$ cat src/rtl/fb_pkg.sv
// Shared constants and types for the filter-bank sample scheduler.
package fb_pkg;

   localparam int NBANDS        = 16;
   localparam int IN_W          = 13;
   localparam int OUT_W         = 33;
   localparam int PRIME_SAMPLES = 119;
   localparam int CNT_W         = $clog2(PRIME_SAMPLES + 1);
   localparam int BAND_W        = 4;

   typedef logic [BAND_W-1:0] band_idx_t;

   typedef enum logic [2:0] {
      ST_IDLE,
      ST_FIRE,
      ST_SETTLE,
      ST_CAPTURE,
      ST_DRAIN
   } fb_sched_state_t;

endpackage

$ cat src/rtl/fb_next_band.sv
// Priority encoder: lowest set mask bit strictly above the current index.
// cur_i is signed so that -1 searches from band 0.
module fb_next_band
   import fb_pkg::*;
(
   input  logic [NBANDS-1:0] mask_i,
   input  logic [BAND_W:0]   cur_i,
   output band_idx_t         nxt_o,
   output logic              none_o
);

   always_comb begin
      // NOTE: defaults first so no path leaves an output unassigned, which would infer a latch.
      nxt_o  = '0;
      none_o = 1'b1;
      for (int k = NBANDS - 1; k >= 0; k--) begin
         if (mask_i[k] && (k > int'($signed(cur_i)))) begin
            nxt_o  = band_idx_t'(k);
            none_o = 1'b0;
         end
      end
   end

endmodule

$ cat src/rtl/fb_sample_scheduler.sv
// Feeds one sample at a time into the 16-band FIR bank, waits for it to settle,
// snapshots all bands and serialises the enabled ones onto one output stream.
module fb_sample_scheduler
   import fb_pkg::*;
#(
   parameter int FB_LATENCY      = 2,
   parameter bit SUPPRESS_WARMUP = 1'b1
) (
   input  logic                    clock,
   input  logic                    reset,
   input  logic                    in_valid,
   output logic                    in_ready,
   input  logic [IN_W-1:0]         in_data,
   output logic                    fb_clk_enable,
   output logic [IN_W-1:0]         fb_filter_in,
   input  logic [NBANDS*OUT_W-1:0] fb_out_flat,
   input  logic [NBANDS-1:0]       band_mask,
   output logic                    out_valid,
   input  logic                    out_ready,
   output logic [OUT_W-1:0]        out_data,
   output logic [3:0]              out_band,
   output logic                    out_last,
   output logic                    primed
);

   localparam logic [CNT_W-1:0] PRIME_CNT   = CNT_W'(PRIME_SAMPLES);
   localparam logic [3:0]       SETTLE_LOAD = 4'(FB_LATENCY - 1);

   fb_sched_state_t   state_q, state_d;
   logic [3:0]        settle_q;
   logic [CNT_W-1:0]  cnt_q;
   logic              warmup_q;
   logic              primed_q;
   logic              recover_q;
   logic [IN_W-1:0]   filt_q;
   logic [OUT_W-1:0]  snap_q [NBANDS];
   logic [NBANDS-1:0] mask_q;
   band_idx_t         idx_q;

   band_idx_t first_idx, next_idx;
   logic      first_none, next_none;
   logic      accept, skip;

   fb_next_band u_first (
      .mask_i (band_mask),
      .cur_i  ({(BAND_W + 1){1'b1}}),
      .nxt_o  (first_idx),
      .none_o (first_none)
   );

   fb_next_band u_next (
      .mask_i (mask_q),
      .cur_i  ({1'b0, idx_q}),
      .nxt_o  (next_idx),
      .none_o (next_none)
   );

   assign accept = in_valid && in_ready;
   assign skip   = first_none || (SUPPRESS_WARMUP && warmup_q);

   always_ff @(posedge clock) begin
      // NOTE: sequential state uses non-blocking assignments so every register samples pre-edge values.
      if (reset) state_q <= ST_IDLE;
      else       state_q <= state_d;
   end

   always_comb begin
      state_d = state_q;
      case (state_q)
         ST_IDLE:    if (accept) state_d = ST_FIRE;
         ST_FIRE:    state_d = ST_SETTLE;
         ST_SETTLE:  if (settle_q == 4'd0) state_d = ST_CAPTURE;
         ST_CAPTURE: state_d = skip ? ST_IDLE : ST_DRAIN;
         ST_DRAIN:   if (out_ready && next_none) state_d = ST_IDLE;
         default:    state_d = ST_IDLE;
      endcase
   end

   // A skipped sample spends one recovery cycle in IDLE so every sample period is at least 4+FB_LATENCY.
   always_comb begin
      in_ready      = 1'b0;
      fb_clk_enable = 1'b0;
      out_valid     = 1'b0;
      out_last      = 1'b0;
      if (!reset) begin
         case (state_q)
            ST_IDLE:  in_ready = !recover_q;
            ST_FIRE:  fb_clk_enable = 1'b1;
            ST_DRAIN: begin
               out_valid = 1'b1;
               out_last  = next_none;
            end
            default: ;
         endcase
      end
   end

   always_ff @(posedge clock) begin
      if (reset) begin
         filt_q    <= '0;
         cnt_q     <= '0;
         warmup_q  <= 1'b0;
         primed_q  <= 1'b0;
         recover_q <= 1'b0;
         settle_q  <= '0;
         mask_q    <= '0;
         idx_q     <= '0;
         // NOTE: the snapshot is cleared on reset because out_data reads it directly and must be 0.
         for (int k = 0; k < NBANDS; k++) snap_q[k] <= '0;
      end else begin
         recover_q <= (state_q == ST_CAPTURE) && skip;
         if (accept) filt_q <= in_data;

         if (state_q == ST_FIRE) begin
            warmup_q <= (cnt_q < PRIME_CNT);
            if (cnt_q != PRIME_CNT) cnt_q <= cnt_q + 1'b1;
            settle_q <= SETTLE_LOAD;
         end else if (state_q == ST_SETTLE && settle_q != 4'd0) begin
            settle_q <= settle_q - 1'b1;
         end

         if (cnt_q == PRIME_CNT) primed_q <= 1'b1;

         if (state_q == ST_CAPTURE) begin
            for (int k = 0; k < NBANDS; k++) snap_q[k] <= fb_out_flat[k*OUT_W +: OUT_W];
            mask_q <= band_mask;
            idx_q  <= first_idx;
         end else if (state_q == ST_DRAIN && out_ready && !next_none) begin
            idx_q <= next_idx;
         end
      end
   end

   assign fb_filter_in = filt_q;
   assign out_data     = snap_q[idx_q];
   assign out_band     = idx_q;
   assign primed       = primed_q;

endmodule

$ cat config.mk
export PLATFORM = sky130hd
export DESIGN_NAME = fb_sample_scheduler
export DESIGN_NICKNAME = d
export VERILOG_FILES = /design/src/rtl/fb_pkg.sv /design/src/rtl/fb_next_band.sv /design/src/rtl/fb_sample_scheduler.sv
export SDC_FILE = /design/constraint.sdc
export NUM_CORES = 1
export LEC_CHECK = 0
export CAP_MARGIN = 20
export CORE_ASPECT_RATIO = 2
export CORE_MARGIN = 2
export CORE_UTILIZATION = 45
export DETAILED_ROUTE_END_ITERATION = 16
export GPL_TIMING_DRIVEN = 1
export MAX_ROUTING_LAYER = met4
export PLACE_DENSITY = 0.73
export SLEW_MARGIN = 10
export SYNTH_ARGS = -nofsm -noshare
export SYNTH_HDL_FRONTEND = slang
export SYNTH_SLANG_ARGS = --single-unit
$ cat constraint.sdc
create_clock -name clock -period 19.94 [get_ports clock]
set_input_delay 5.982 -clock clock [delete_from_list [all_inputs] [get_ports clock]]
set_output_delay 5.982 -clock clock [all_outputs]
set_load 0.01 [all_outputs]
==> run_results.csv, run 1 <==
group,metric,value,unit
timing,grt_setup_unrepaired,"false",
clocking,postCtsHoldBufs,0,
global_route,antenna_found_initial,18,
run_status,outcome,"complete, no violations",
floorplan,dieArea,59700,sq um
synth,ys_warn_count,0,
floorplan,fp-row-count,124,
worst_setup_path,critPathMaxFanout,107,
synth,ys_ff_latch,581,
synth,post_synth_inst_count,1659,
routing,num_vias,16210,
layout,num-fill-cells,4426,
timing,finalHoldViolCount,0,
clocking,cts_inserted_buffers,52,
floorplan,floorplan.die.height,344,um
global_route,first_global_vias,17242,
routing,met2RoutedLength,39600,um
floorplan,core,57100,sq um
timing,hold_ws,0.467,ns
clocking,ctsLongestPathBuffers,3,
worst_setup_path,endpoint_kind,"output port",
routing,route.detailed.drc,0,
hold_path,hold_path_class,"reg2reg",
layout,multi_input_comb_area,8470,sq um
flow_run,maxCapViolCount,0,
timing,setup-tns-final,0,ns
layout,design.final.nets,2794,
layout,area_delta_synth_final,33.1,%
clocking,cts.htree.levels,2,
synth,yosysTopAreaCellShare,61.1,%
pwr,power_leakage,0.0120,uW
timing,max-slew-margin-rel,13.3,%
layout,layout-drive-gt1-share,12.3,%
place,portBuffers,615,
clocking,clock_pin_slew_on_the_worst_setup_and_hold_paths,0.07,ns
routing,first_iter_violations,1471,
global_route,grt_start_max_net_pins,190,
worst_setup_path,worstPathRequired,13.96,ns
worst_setup_path,critical-path-max-stage-delay,0.59,ns
synth,synth_enable_flop_cells,528,
worst_setup_path,crit-reg2reg-launch,"state_q[1]",
worst_setup_path,crit_path_end,"out_last",
worst_setup_path,worst-r2r-cell-count,6,
synth,most_common_cell_in_the_netlist,"sky130_fd_sc_hd__edfxtp_1",
worst_setup_path,timing.critical_path.from_type,"primary input",
synth,postSynth.asyncResetShare,0,%
floorplan,dieWidth,174,um
global_route,gr-total-overflow,0,
timing,period_needed,13.30,ns
place,post_detailed_placement_half_perimeter_wirelength,52900,um
floorplan,design.portCount,616,
worst_setup_path,r2r_setup_slack,16.03,ns
pwr,total_power_density_per_cell_area,85.2,nW/um^2
synth,synth_cell_types,58,
synth,synthesis.area,25900,sq um
global_route,grt_first_pass_wirelength,109000,um
worst_setup_path,critical_path.startpoint,"reset",
pwr,peakVddDrop,0.0830,mV
synth,post_synth_most_frequent_cells,"sky130_fd_sc_hd__edfxtp_1 (528), sky130_fd_sc_hd__and2_1 (332), sky130_fd_sc_hd__nor2b_1 (201), sky130_fd_sc_hd__mux4_2 (165), sky130_fd_sc_hd__clkbuf_1 (77)",
routing,dr_wl_met3,5210,um
timing,fin_max_slew_vios,0,
clocking,cts.root.buffer_cell,"sky130_fd_sc_hd__clkbuf_16",
worst_setup_path,critPathArrivalTime,7.31,ns
synth,fraction_of_the_yosys_area_taken_by_sequential_cells,65.2,%
global_route,gr-usage-all-layers,25.3,%
synth,yosys.area.top_type,"sky130_fd_sc_hd__edfxtp_1",
clocking,cts.sink_count,581,
worst_setup_path,crit_path_cell_trace,"clkbuf_8, nor3_1, clkdlybuf4s50_1",
synth,synth_top_cells_by_area,"sky130_fd_sc_hd__edfxtp_1 (61%), sky130_fd_sc_hd__mux4_2 (14%), sky130_fd_sc_hd__and2_1 (8.0%), sky130_fd_sc_hd__nor2b_1 (4.8%), sky130_fd_sc_hd__dfxtp_1 (4.1%)",
timing,tightestPinTransition,1.30,ns
timing,final.setup_skew,0.0248,ns
synth,syn-num-nets,2222,
timing,max_freq,0.0752,GHz
clocking,latest_clock_arrival_within_the_worst_skew_pair,0.59,ns
clocking,postCtsSetupBuffers,0,
worst_setup_path,timing_worst_setup_path_type,"in2out",
routing,met1_length,26500,um
routing,viasPerCell,5.31,
layout,area.sequential,16900,sq um
timing,setup_viol_count_final,0,
routing,detail_route.first_pass.iterations,6,
clocking,post_cts.resized_instances,0,
worst_setup_path,r2r_end,"snap_q[13][15]",
clocking,tritoncts,"yes",
worst_setup_path,cp_slowest_cell,"sky130_fd_sc_hd__clkdlybuf4s50_1",
routing,highest_layer,"met4",
timing,final.period_utilization,66.7,%
synth,synth_top_flop_cell,"sky130_fd_sc_hd__edfxtp_1",
synth,syn_area_per_cell,15.6,sq um
routing,drt-wirelength-per-cell,24.3,um
floorplan,floorplan.initialDensity,45.4,%
routing,postRouteWirelength,74000,um
place,gp_congestion,0.899,
routing,antenna_violating_nets_post_route,0,
-- cell type report --
class	count	area share (%)
antenna	20	0.145
clock buffer	56	3.87
clock inverter	41	1.15
sequential	581	49.0
inverter	11	0.120
tap	756	2.74
multi-input combinational	951	24.5
timing repair buffer	634	18.4
-- power by group --
| group | switching [uW] | internal (uW) |
|---|---|---|
| sequential | 45.9 | 1450 |
| clock | 459 | 578 |
| combinational | 178 | 227 |
| total | 683 | 2260 |
-- per-layer routing --
| layer | vias to the layer above | global-route usage (%) |
|---|---|---|
| met3 | 122 | 5.23 |
| met2 | 719 | 44.7 |
| met5 | - | - |
| li1 | 7287 | - |
| met4 | 0 | 9.51 |
| met1 | 8082 | 28.3 |
-- worst min path at each step --
stage               startpoint         to  slack [ns]  cells past startpoint
finish               mask_q[6]  mask_q[6]        0.47                      2
global route         mask_q[6]  mask_q[6]        0.49                      2
floorplan            mask_q[6]  mask_q[6]        0.43                      2
global placement     mask_q[6]  mask_q[6]        0.44                      2
detailed placement   mask_q[6]  mask_q[6]        0.46                      2
CTS                  mask_q[6]  mask_q[6]        0.47                      2
-- per-stage QoR --
step | instances | area (sq um) | util [%] | total power (uW) | setup WS (ns)
after global routing | 3048 | 34500 | 60.5 | 3040 | 6.54
after detailed placement | 2931 | 32700 | 57.2 | 1930 | 6.62
final | 3050 | 34500 | 60.5 | 2940 | 6.64
after floorplan | 1659 | 25900 | - | 1730 | 5.90
after CTS | 3028 | 34400 | 60.3 | 2960 | 6.62
after global placement | 2931 | 32700 | 57.2 | 1910 | 6.63
-- flip-flops by register name, indices dropped and copies added, names as in the netlist, named ones only --
name and flops:
primed 1, recover_q 1, mask_q 15, out_band 4, state_q 3, warmup_q 1
snap_q 528, settle_q 4, fb_filter_in 13, cnt_q 7
-- cells in the final DEF, fill, tap and decap left out, types with 4 or more instances in the layout --
master,n
sky130_fd_sc_hd__diode_2,20
sky130_fd_sc_hd__clkinv_1,11
sky130_fd_sc_hd__edfxtp_1,528
sky130_fd_sc_hd__a21oi_1,33
sky130_fd_sc_hd__buf_4,16
sky130_fd_sc_hd__clkdlybuf4s50_1,614
sky130_fd_sc_hd__clkinv_2,13
sky130_fd_sc_hd__clkinvlp_4,6
sky130_fd_sc_hd__and2_1,332
sky130_fd_sc_hd__nor3_1,13
sky130_fd_sc_hd__nand2b_1,4
sky130_fd_sc_hd__xor2_1,5
sky130_fd_sc_hd__nand3_1,4
sky130_fd_sc_hd__nor2_1,31
sky130_fd_sc_hd__dfxtp_1,49
sky130_fd_sc_hd__a31oi_1,4
sky130_fd_sc_hd__mux4_2,165
sky130_fd_sc_hd__bufinv_16,7
sky130_fd_sc_hd__nand3b_1,14
sky130_fd_sc_hd__nor2b_1,201
sky130_fd_sc_hd__clkbuf_16,53
sky130_fd_sc_hd__o21ai_0,6
sky130_fd_sc_hd__inv_1,11
sky130_fd_sc_hd__nand2_1,76
-- critical path: cells and delay by family --
kind	cells	cell delay, ns
AND/OR/NAND/NOR	1	0.34
buffers and inverters	2	0.91
-- kinds of logic after synthesis --
| logic type | after synthesis | share of synthesized area [%] |
|---|---|---|
| adder cells (fa/ha/maj) | 2 | 0.0965 |
| AO/OA/AOI/OAI | 78 | 1.98 |
| XOR/XNOR | 8 | 0.270 |
| AND/OR/NAND/NOR | 695 | 15.8 |
| flip-flops | 581 | 65.2 |
| buffers and inverters | 127 | 2.20 |
| multiplexers | 168 | 14.4 |
(Power assumes the default switching activity.)
==> inputs of run 2 (changes only) <==
--- a/config.mk
+++ b/config.mk
@@ -12,7 +12,7 @@
 export DETAILED_ROUTE_END_ITERATION = 16
 export GPL_TIMING_DRIVEN = 1
 export MAX_ROUTING_LAYER = met4
-export PLACE_DENSITY = 0.73
+export PLACE_DENSITY = 0.7
 export SLEW_MARGIN = 10
 export SYNTH_ARGS = -nofsm -noshare
 export SYNTH_HDL_FRONTEND = slang
==> constraint.sdc (replaced) <==
create_clock -name clock -period 13 [get_ports clock]
set_input_delay 3.9 -clock clock [delete_from_list [all_inputs] [get_ports clock]]
set_output_delay 3.9 -clock clock [all_outputs]
set_load 0.01 [all_outputs]
==> run 2 against run 1 <==
Compared with the run above:
- non-clock buffer count decreased by 1
- core utilization about the same
- combinational power increased by 51%
- critical endpoint is now in_ready
- routed wire length decreased by 2.8%
- clock skew decreased by 0.0059 ns
- via count decreased by 0.98%
==> run_results.csv, run 2 (same netlist as run 1, synthesis figures left out) <==
group,metric,value,unit
routing,met1_length,26100,um
clocking,postCtsSetupBuffers,0,
timing,fin_max_slew_vios,0,
worst_setup_path,critPathArrivalTime,5.15,ns
floorplan,design.portCount,616,
floorplan,dieWidth,174,um
layout,multi_input_comb_area,8470,sq um
clocking,cts.root.buffer_cell,"sky130_fd_sc_hd__clkbuf_16",
run_status,outcome,"complete, no violations",
layout,max_flop_register,"snap_q",
global_route,first_global_vias,17284,
layout,layout-drive-gt1-share,12.2,%
timing,tightestPinTransition,1.18,ns
clocking,tritoncts,"yes",
pwr,peakVddDrop,0.106,mV
routing,viasPerCell,5.26,
clocking,cts.htree.levels,2,
timing,max_freq,0.110,GHz
pwr,power.switching_fraction,22.7,%
timing,finalHoldViolCount,0,
global_route,gr-usage-all-layers,24.6,%
pwr,power_leakage,0.0120,uW
routing,drt-wirelength-per-cell,23.6,um
worst_setup_path,crit-reg2reg-launch,"state_q[0]",
timing,setup-tns-final,0,ns
pwr,netSwitchingPower,1020,uW
clocking,ctsLongestPathBuffers,3,
global_route,grt_start_max_net_pins,188,
pwr,p_clk_share,35.3,%
routing,first_iter_violations,1240,
worst_setup_path,r2r_setup_slack,9.84,ns
global_route,grt_first_pass_wirelength,106000,um
worst_setup_path,r2r_end,"snap_q[13][16]",
layout,stdcell_count,3052,
pwr,comb_power_share,13.6,%
layout,largest_reg_flops,528,
worst_setup_path,critPathMaxFanout,82,
flow_run,maxCapViolCount,0,
clocking,latest_clock_arrival_within_the_worst_skew_pair,0.58,ns
worst_setup_path,endpoint_kind,"output port",
layout,area_delta_synth_final,33.2,%
floorplan,core,57100,sq um
place,place.detailed.instances,2930,
layout,design.final.nets,2793,
place,post_detailed_placement_half_perimeter_wirelength,51100,um
worst_setup_path,critical-path-max-stage-delay,0.60,ns
worst_setup_path,worst-r2r-cell-count,5,
worst_setup_path,timing.critical_path.from_type,"primary input",
layout,mostFrequentLayoutCells,"sky130_fd_sc_hd__clkdlybuf4s50_1 (614), sky130_fd_sc_hd__edfxtp_1 (528), sky130_fd_sc_hd__and2_1 (332)",
routing,route.detailed.drc,0,
routing,postRouteWirelength,72000,um
timing,grt_setup_unrepaired,"false",
place,portBuffers,615,
clocking,clock_pin_slew_on_the_worst_setup_and_hold_paths,0.06,ns
worst_setup_path,cp_slowest_cell,"sky130_fd_sc_hd__clkdlybuf4s50_1",
routing,dr_wl_met3,4780,um
timing,final.setup_skew,0.0189,ns
worst_setup_path,crit_family,"buffers and inverters",
timing,max-slew-margin-rel,21.6,%
floorplan,fp-row-count,124,
global_route,gr-total-overflow,0,
routing,num_vias,16051,
pwr,seq_power_share,51.1,%
clocking,cts_inserted_buffers,52,
routing,highest_layer,"met4",
global_route,antenna_found_initial,20,
place,gp_congestion,0.881,
timing,period_needed,9.05,ns
timing,final.period_utilization,69.6,%
routing,detail_route.first_pass.iterations,5,
hold_path,min_to,"mask_q[6]",
floorplan,floorplan.initialDensity,45.4,%
worst_setup_path,worstPathBufferInverterCount,2,
clocking,cts.sink_count,581,
routing,antenna_violating_nets_post_route,0,
layout,num-fill-cells,4462,
clocking,post_cts.resized_instances,0,
pwr,total_power_density_per_cell_area,130,nW/um^2
hold_path,hold_path_class,"reg2reg",
timing,setup_viol_count_final,0,
routing,met2RoutedLength,38900,um
floorplan,dieArea,59700,sq um
hold_path,hold_depth,2,
layout,area.sequential,16900,sq um
hold_path,hp-start,"mask_q[6]",
worst_setup_path,timing_worst_setup_path_type,"in2out",
worst_setup_path,crit_path_cell_trace,"clkbuf_8, nor3_2, clkdlybuf4s50_1",
floorplan,floorplan.die.height,344,um
pwr,intPower,3470,uW
clocking,postCtsHoldBufs,0,
layout,mostFrequentLayoutCell,"sky130_fd_sc_hd__clkdlybuf4s50_1",
worst_setup_path,worstPathRequired,9.10,ns
worst_setup_path,critical_path.startpoint,"reset",
run 2: worst max-delay path by stage:
stage,endpoint,slack (ns),cells past startpoint
after floorplan,snap_q[0][0],1.04,4
after global placement,in_ready,3.95,3
after detailed placement,in_ready,3.94,3
after CTS,in_ready,3.93,3
after global routing,in_ready,3.86,3
final,in_ready,3.95,3
run 2: through the flow:
stage | util [%] | instance area [sq um] | setup slack [ns] | hold slack [ns] | power, uW
6_report | 60.5 | 34500 | 3.95 | 0.465 | 4490
5_1_grt | 60.5 | 34500 | 3.86 | 0.488 | 4650
4_1_cts | 60.3 | 34400 | 3.93 | 0.470 | 4540
3_5_place_dp | 57.3 | 32700 | 3.94 | 0.462 | 2950
3_3_place_gp | 57.3 | 32700 | 3.95 | 0.459 | 2930
2_1_floorplan | - | 25900 | 1.04 | 0.433 | 2650
run 2: worst register-to-register path: cells and delay by family, from the launching register on:
kind / cells / cell delay (ns)
buffers and inverters: 3 / 1.96
DFF: 1 / 0.45
and+or+nand+nor: 2 / 0.30
run 2: power groups by stage:
stage,sequential [uW],combinational [uW],clock (uW)
6_report,2300,610,1590
5_1_grt,2310,656,1680
4_1_cts,2300,615,1620
3_5_place_dp,2340,611,0
3_3_place_gp,2330,601,0
2_1_floorplan,2350,304,0
run 2: per-layer routing:
layer / global-route usage [%] / vias up
li1: - / 7283
met1: 27.2 / 8025
met2: 44.1 / 633
met3: 4.96 / 110
met4: 8.56 / 0
met5: - / -
run 2: area by class of cell:
cell class	instances	share of cell area (%)
clock inverter	36	1.06
sequential	581	49.0
multi-input combinational	951	24.5
clock buffer	59	3.97
antenna	25	0.181
timing repair buffer	633	18.4
inverter	11	0.120
tap	756	2.74
